[src/rtl/debouncer_pkg.sv]
// Shared types and defaults for the push-button debouncer.
package debouncer_pkg;

    typedef enum logic [1:0] {
        S_LOW       = 2'd0,
        S_RISE_WAIT = 2'd1,
        S_HIGH      = 2'd2,
        S_FALL_WAIT = 2'd3
    } state_t;

    localparam int CNT_MAX_DEF     = 1000000;
    localparam int SYNC_STAGES_DEF = 2;

endpackage

[src/rtl/bit_synchronizer.sv]
// Plain flop chain for bringing one asynchronous bit into the clk domain.
module bit_synchronizer #(
    parameter int STAGES = 2
) (
    input  logic clk,
    input  logic rst_n,
    input  logic d,
    output logic q
);

    logic [STAGES-1:0] sync_q;
    logic [STAGES-1:0] sync_d;

    always_comb sync_d = {sync_q[STAGES-2:0], d};

    always_ff @(posedge clk or negedge rst_n) begin
        if (!rst_n) sync_q <= '0;
        else        sync_q <= sync_d;
    end

    assign q = sync_q[STAGES-1];

endmodule

[src/rtl/button_debouncer.sv]
// Debounces one raw button into a clean level plus rise/fall pulses.
// Define DEBOUNCER_TOGGLE_EN to add the push-on/push-off btn_toggle output.
module button_debouncer
    import debouncer_pkg::*;
#(
    parameter int CNT_MAX     = CNT_MAX_DEF,
    parameter int SYNC_STAGES = SYNC_STAGES_DEF
) (
    input  logic clk,
    input  logic rst_n,
    input  logic btn_in,
    output logic btn_level,
    output logic btn_rise,
`ifdef DEBOUNCER_TOGGLE_EN
    output logic btn_toggle,
`endif
    output logic btn_fall
);

    localparam int             CW       = $clog2(CNT_MAX + 1);
    localparam logic [CW-1:0]  CNT_LAST = CW'(CNT_MAX);
    localparam logic [CW-1:0]  CNT_ONE  = CW'(1);

    logic          sync_out;
    state_t        state_q, state_d;
    logic [CW-1:0] cnt_q, cnt_d;
    logic          level_q, level_d;
    logic          rise_q, rise_d;
    logic          fall_q, fall_d;

    bit_synchronizer #(.STAGES(SYNC_STAGES)) u_sync (
        .clk   (clk),
        .rst_n (rst_n),
        .d     (btn_in),
        .q     (sync_out)
    );

    // Any disagreement in a wait state drops back to the stable state, so
    // a partial count is never carried into the next attempt.
    always_comb begin
        state_d = state_q;
        cnt_d   = cnt_q;
        level_d = level_q;
        rise_d  = 1'b0;
        fall_d  = 1'b0;
        case (state_q)
            S_LOW: begin
                if (sync_out) begin
                    state_d = S_RISE_WAIT;
                    cnt_d   = CNT_ONE;
                end
            end
            S_RISE_WAIT: begin
                if (!sync_out) begin
                    state_d = S_LOW;
                    cnt_d   = '0;
                end else if (cnt_q == CNT_LAST) begin
                    state_d = S_HIGH;
                    cnt_d   = '0;
                    level_d = 1'b1;
                    rise_d  = 1'b1;
                end else begin
                    cnt_d = cnt_q + CNT_ONE;
                end
            end
            S_HIGH: begin
                if (!sync_out) begin
                    state_d = S_FALL_WAIT;
                    cnt_d   = CNT_ONE;
                end
            end
            S_FALL_WAIT: begin
                if (sync_out) begin
                    state_d = S_HIGH;
                    cnt_d   = '0;
                end else if (cnt_q == CNT_LAST) begin
                    state_d = S_LOW;
                    cnt_d   = '0;
                    level_d = 1'b0;
                    fall_d  = 1'b1;
                end else begin
                    cnt_d = cnt_q + CNT_ONE;
                end
            end
            default: begin
                state_d = S_LOW;
                cnt_d   = '0;
            end
        endcase
    end

    always_ff @(posedge clk or negedge rst_n) begin
        if (!rst_n) begin
            state_q <= S_LOW;
            cnt_q   <= '0;
            level_q <= 1'b0;
            rise_q  <= 1'b0;
            fall_q  <= 1'b0;
        end else begin
            state_q <= state_d;
            cnt_q   <= cnt_d;
            level_q <= level_d;
            rise_q  <= rise_d;
            fall_q  <= fall_d;
        end
    end

    assign btn_level = level_q;
    assign btn_rise  = rise_q;
    assign btn_fall  = fall_q;

`ifdef DEBOUNCER_TOGGLE_EN
    logic toggle_q, toggle_d;

    // Flips the cycle after each accepted press.
    always_comb toggle_d = toggle_q ^ rise_q;

    always_ff @(posedge clk or negedge rst_n) begin
        if (!rst_n) toggle_q <= 1'b0;
        else        toggle_q <= toggle_d;
    end

    assign btn_toggle = toggle_q;
`endif

endmodule

[config.mk]
export PLATFORM = sky130hd
export DESIGN_NAME = button_debouncer
export DESIGN_NICKNAME = d
export VERILOG_FILES = /design/src/rtl/debouncer_pkg.sv /design/src/rtl/bit_synchronizer.sv /design/src/rtl/button_debouncer.sv
export SDC_FILE = /design/constraint.sdc
export NUM_CORES = 1
export LEC_CHECK = 0
export BUFFER_PORTS_ARGS = -buffer_cell sky130_fd_sc_hd__buf_2
export CELL_PAD_IN_SITES_DETAIL_PLACEMENT = 1
export CELL_PAD_IN_SITES_GLOBAL_PLACEMENT = 1
export CORE_UTILIZATION = 47
export DETAILED_ROUTE_END_ITERATION = 8
export PLACE_DENSITY = 0.86
export SLEW_MARGIN = 10
export SYNTH_ARGS = -nofsm -noshare
export SYNTH_HDL_FRONTEND = slang
export SYNTH_SLANG_ARGS = --single-unit
[constraint.sdc]
create_clock -name clk -period 2.5 [get_ports clk]
set_clock_uncertainty 0.05 [all_clocks]
set_input_delay 0.375 -clock clk [delete_from_list [all_inputs] [get_ports clk]]
set_output_delay 0.375 -clock clk [all_outputs]
set_load 0.05 [all_outputs]
==> out/metrics.yaml, run 1 <==
run_status:
  status: "complete, no violations"
pwr:
  switching_share_pct: 27.6
  combPwrFrac_pct: 13.0
  power_density_nw_per_um2: 496
  p_leak_nw: 0.635
  clockPowerShare_pct: 25.3
  internal-power_w: 0.000550
  p_switching_w: 0.000210
  ir_drop_uv: 349
  pwr-share-seq_pct: 61.8
grt:
  grt_usage_pct: 23.3
  grt_max_degree: 28
  grt_pass1_vias: 1242
  grt_overflow: 0
  antenna_found_initial: 0
  grt_first_pass_wirelength_mm: 5.83
placed_design:
  dp_cells: 183
  hpwl_mm: 2.42
  routabilityCongestion: 0.833
  pre_cts_ws_ps: 347
  port_buffers: 5
synthesis:
  synth_top_area_cell: "dfrtp_1"
  synth_common_cells: "27 x dfrtp_1, 14 x a21oi_1, 13 x nand3_1"
  ys_ff_latch: 27
  yosysMostFrequentCell: "dfrtp_1"
  synth_warnings: 0
  synth_area_leaders: "dfrtp_1 47%, a21oi_1 4.9%, nand3_1 4.5%, a31oi_1 3.5%, nand2_1 3.1%"
  synth_area_um2: 1440
  yosysTopAreaCellShare_pct: 46.8
  async_reset_ff_share_pct: 100
  synth_top_flop_cell: "dfrtp_1"
  ys_types: 41
  syn-num-nets: 154
  avgSynthCellArea_um2: 9.68
  synth_edf_count: 0
  ys_seq_area_share_pct: 46.8
  synthesis.instances: 149
worst_setup_path:
  crit-reg2reg-launch: "cnt_q[0]"
  crit_arrival_ps: 2320
  required_ps: 2670
  path_class: "reg2reg"
  critPathCaptureType: "register"
  cp_max_fo: 24
  cp-start-kind: "register"
  reg2reg_depth: 7
  cp-startpoint: "cnt_q[0]"
sta:
  fmax_mhz: 465
  tightest_slew_ps: 678
  slew_headroom_pct: 54.6
  rsz0062_at_grt: "false"
  fin_crit_sh_pct: 86.0
  slew_viol_final: 0
  hold_viol: 0
  hold_ws_ps: 87.4
  setup_viol: 0
  setup_tns_ps: 0
  post-route-min-period_ps: 2150
  fin_ws_ps: 349
routing:
  num_vias: 1192
  viasPerCell: 6.34
  ant_nets: 0
  first_pass_iters: 4
  wirelength_mm: 3.36
  routedWlPerCell_um: 17.9
  drc: 0
  drtIter0Drc: 67
run:
  cap_violations: 0
final_layout:
  drive_gt1_share_pct: 15.9
  layout.cells.non_filler: 188
  finalNetCount: 163
  n_antenna_cell: 0
  syn_to_final_growth_pct: 6.07
floorplan:
  fp.dieW_um: 57.4
  rows: 19
  pin_count: 6
  fp.dieArea_um2: 3290
  start_util_pct: 51.0
  die_h_um: 57.4
  core_area_um2: 2830
cts:
  clk_pin_slew_ps: 150
  clkLatencyLatePin_ps: 330
  cts_setup_buffers: 0
  clock_path_buffers: 2
  cts_buffers: 3
  cts_sinks: 27
  htree_levels: 1
  cts-root-buf: "clkbuf_4"
  cts_tree: "done"
  cts_resized: 0
hold_path:
  whs_path_depth: 1
  min_from: "btn_in"
  min_path_type: "in2reg"
[stage by stage]
stage	power [W]	instance area, um2	util, %
finish	0.000759	1530	54.1
global placement	0.000570	1490	52.8
detailed placement	0.000574	1490	52.8
floorplan	0.000532	1440	-
CTS	0.000770	1530	54.1
global route	0.000798	1530	54.1
[power by group through the flow]
stage           logic, W  registers, W  clock network, W
2_1_floorplan  0.0000548      0.000477                 0
3_5_place_dp   0.0000971      0.000477                 0
6_report       0.0000986      0.000469          0.000192
3_3_place_gp   0.0000939      0.000476                 0
5_1_grt         0.000111      0.000472          0.000215
4_1_cts        0.0000986      0.000468          0.000203
[layout by cell type (no fill, tap or decap), types with 2 or more instances in the layout]
cell type  instances
a21oi_1           14
ha_1               2
o21ai_0            6
nand3_1           13
and3_1             2
a41oi_1            3
a31oi_1            8
mux2i_1            2
buf_4              3
nor3_1             5
buf_2              5
clkbuf_4           3
nand2b_1           4
nand4_1            4
nor2_1             5
or2_2              2
nor4_1             2
xor2_1             3
nor4b_1            2
nand2_1           12
dfrtp_1           27
inv_1              8
or4_1              2
[cell families after synthesis]
group | count (synthesis) | synth area share [%]
buffers and inverters | 13 | 4.60
multiplexers | 2 | 1.39
flip-flops | 27 | 46.8
AND/OR/NAND/NOR | 60 | 24.1
adder cells (fa/ha/maj) | 2 | 1.73
AO/OA/AOI/OAI | 40 | 17.8
XOR/XNOR | 5 | 3.56
[routing by layer]
layer	global-route usage, %	up-vias	share of wire, %
li1	-	567	-
met1	31.4	604	48
met2	38.4	16	49
met3	2.72	5	1.9
met4	9.06	0	1.2
met5	0	-	0
[state kept, by name (all words and copies together), names as in the netlist, named ones only]
name	count
btn_fall	1
state_q	1
btn_level	1
btn_rise	1
u_sync.sync_q	2
cnt_q	20
[worst max-delay path: stages, from the launching register on]
cell and delay [ps]:
dfrtp_1 460, inv_1 80, ha_1 130, nor4b_1 260
nand2_1 180, o31a_2 550, a41oi_1 260, a31oi_1 60
[what timing repair did]
action | CTS | global route
endpoints found under the hold margin | 27 | 0
hold buffers | 1 | 0
setup endpoints to repair | 0 | 0
[cell type report]
cell class	count	area [um2]
multi-input combinational	109	701
timing repair buffer	9	57.6
clock inverter	1	5.00
clock buffer	3	22.5
fill	332	1300
tap	31	38.8
sequential	27	676
inverter	8	30.0
[final timing paths]
path	end	slack, ps
max in group asynchronous	cnt_q[15]	1490
min in group asynchronous	cnt_q[3]	520
worst max-delay path	cnt_q[9]	350
worst max register to register	cnt_q[9]	350
worst min register to register	u_sync.sync_q[1]	320
worst min-delay path	u_sync.sync_q[0]	90
Power figures use the tool's default switching activity.
==> run 2, diff against run 1 <==
CORE_UTILIZATION = 46   (was 47)
MAX_ROUTING_LAYER = met4   (was default)
SYNTH_HIERARCHICAL = 1   (was default)
TNS_END_PERCENT = 100   (was default)
==> out/metrics.yaml, run 2 <==
placed_design:
  port_buffers: 5  # unchanged
  hpwl_mm: 2.53  # +4.2%
  routabilityCongestion: 0.835  # +0.30%
floorplan:
  start_util_pct: 47.9  # -3.1 points
  rows: 20  # +1
  die_h_um: 58.1  # +1.3%
  fp.dieW_um: 58.1  # +1.3%
  pin_count: 6  # unchanged
  fp.dieArea_um2: 3380  # +2.6%
  core_area_um2: 3030  # +7.0%
sta:
  fmax_mhz: 425  # -8.7%
  tightest_slew_ps: 608  # -70.2 ps
  slew_headroom_pct: 59.5  # +4.8 points
  hold_ws_ps: 93.4  # +6.01 ps
  hold_viol: 0  # unchanged
  post-route-min-period_ps: 2360  # +205 ps
  slew_viol_final: 0  # unchanged
  rsz0062_at_grt: "true"
  setup_viol: 0  # unchanged
  fin_crit_sh_pct: 94.2  # +8.2 points
final_layout:
  final_common_cell: "dfrtp_1"
  largest_reg_flops: 20  # unchanged
  multi_input_area_um2: 714  # +2.0%
  top_register: "cnt_q"
  reg.largest.list: "cnt_q: 20 flops, u_sync/sync_q: 2 flops"
  drive_gt1_share_pct: 10.4  # -5.5 points
  finalNetCount: 169  # +3.7%
  postLayoutCoreUtil_pct: 51.4  # -2.7 points
  n_antenna_cell: 0  # unchanged
  seq_area_um2: 676  # unchanged
  fillers: 358  # +7.8%
  final_cell_mix: "27 x dfrtp_1, 18 x nand2_1, 13 x nand3_1, 11 x o21ai_0, 10 x a21oi_1"
  syn_to_final_growth_pct: 7.25
worst_setup_path:
  cp-startpoint: "cnt_q[1]"
  slowest_stage: "or4bb_1"
  path_class: "reg2reg"
  crit_arrival_ps: 2550  # +230 ps
  reg2reg_slack_ps: 140  # -200 ps
  required_ps: 2690  # +20 ps
  critical_path.max_stage_delay_ps: 520  # -30 ps
  crit-reg2reg-launch: "cnt_q[1]"
  cp_cell_sequence: "inv_1 -> ha_1 -> or4bb_1 -> nor4_4 -> a21oi_4 -> a32o_1 -> a21o_1"
  cp-start-kind: "register"
  cp_max_fo: 23  # -4.2%
  critPathCaptureType: "register"
pwr:
  power_w: 0.000707  # -6.9%
  ir_drop_uv: 307  # -12%
  p_leak_nw: 0.671  # +5.7%
  power_density_nw_per_um2: 455  # -8.4%
synthesis:
  syn-num-nets: 161  # +4.5%
  yosysMostFrequentCell: "dfrtp_1"
  ys_ff_latch: 27  # unchanged
  synthesis.instances: 156  # +4.7%
  synth_warnings: 6  # +6
  async_reset_ff_share_pct: 100  # unchanged
  synth_area_um2: 1450  # +0.52%
  synth_edf_count: 0  # unchanged
  avgSynthCellArea_um2: 9.30  # -4.0%
  synth_top_flop_cell: "dfrtp_1"
  synth_top_area_cell: "dfrtp_1"
  synth_common_cells: "27 x dfrtp_1, 18 x nand2_1, 13 x nand3_1"
  synth_area_leaders: "dfrtp_1 47%, nand2_1 4.7%, nand3_1 4.5%, o21ai_0 3.8%, a21oi_1 3.5%"
  yosysTopAreaCellShare_pct: 46.6  # -0.24 points
  ys_types: 41  # unchanged
  ys_seq_area_share_pct: 46.6  # -0.24 points
run_status:
  status: "complete, no violations"
grt:
  grt_overflow: 0  # unchanged
  gr-usage-met3_pct: 2.23  # -0.49 points
  grt_usage_pct: 23.9  # +0.62 points
  grt_use_met1_pct: 28.9  # -2.6 points
  busiest_layer: "met2"
  grt_first_pass_wirelength_mm: 5.88  # +0.82%
  grt_pass1_vias: 1246  # +0.32%
  antenna_found_initial: 0  # unchanged
  grt.met2_usage_pct: 40.1  # +1.7 points
  grt_max_degree: 28  # unchanged
routing:
  drc: 0  # unchanged
  ant_nets: 0  # unchanged
  drtIter0Drc: 18  # -73%
  viasPerCell: 5.90  # -7.0%
  routedWlPerCell_um: 16.3  # -8.7%
  num_vias: 1221  # +2.4%
  wirelength_mm: 3.38  # +0.54%
  first_pass_iters: 4  # unchanged
run:
  cap_violations: 0  # unchanged
cts:
  cts-root-buf: "clkbuf_4"
  clk_pin_slew_ps: 140  # about the same
  htree_levels: 1  # unchanged
  cts_setup_buffers: 0  # unchanged
  clock_path_buffers: 2  # unchanged
  cts_tree: "done"
  cts_sinks: 27  # unchanged
  clkLatencyLatePin_ps: 330  # about the same
  cts_buffers: 3  # unchanged
hold_path:
  min_from: "btn_in"
  min_path_type: "in2reg"
run 2: power by group:
part           internal (W)  switching [W]
logic             0.0000232      0.0000415
clock network     0.0000627       0.000128
registers          0.000445     0.00000703
run 2: final cells by class:
| cell class | count | share of cell area [%] |
|---|---|---|
| timing repair buffer | 9 | 3.70 |
| sequential | 27 | 43.4 |
| multi-input combinational | 116 | 45.9 |
| tap | 44 | 3.54 |
| inverter | 7 | 1.69 |
| clock buffer | 4 | 1.69 |
run 2: per-stage QoR:
stage	setup TNS [ps]	area, um2	instances	worst slack, ps
floorplan	0	1450	156	427
global route	-42.1	1560	207	-34.1
CTS	0	1550	207	64.5
finish	0	1560	207	144
detailed placement	0	1510	202	61.8
global placement	0	1510	202	192
run 2: repair_timing:
item,in CTS,in global routing
gates resized for setup,0,1
hold buffers,1,0
endpoints found under the hold margin,27,0
endpoints found under the setup margin,0,2
run 2: critical path, delay by kind of cell (launching register included):
kind | cells | cell delay (ps)
simple gates | 2 | 880
compound gates | 3 | 660
flops | 1 | 440
fa+ha+maj | 1 | 150
buf+inv | 1 | 90
run 2: kinds of logic after synthesis:
| kind of cell | count (synthesis) | synth area share [%] |
|---|---|---|
| adders and majority gates | 2 | 1.73 |
| AOI/OAI and AO/OA | 42 | 18.1 |
| buffers and inverters | 13 | 4.66 |
| DFF | 27 | 46.6 |
| xor gates and xnor gates | 4 | 2.42 |
| muxes | 1 | 0.690 |
| and+or+nand+nor | 67 | 25.8 |
run 2: path summary, 6_finish.rpt:
| check | to | cells after the start |
|---|---|---|
| setup / recovery | cnt_q[18] | 7 |
| hold / removal | u_sync/sync_q[0] | 1 |
| setup reg to reg | cnt_q[18] | 7 |
| hold reg to reg | u_sync/sync_q[1] | 0 |
| max in group asynchronous | state_q[0] | 2 |
| min in group asynchronous | cnt_q[12] | 2 |
run 2: layer usage:
layer | vias to the layer above | wire [um]
met4 | 0 | 70
met1 | 612 | 1490
met2 | 14 | 1750
met5 | - | 0
li1 | 587 | -
met3 | 8 | 62
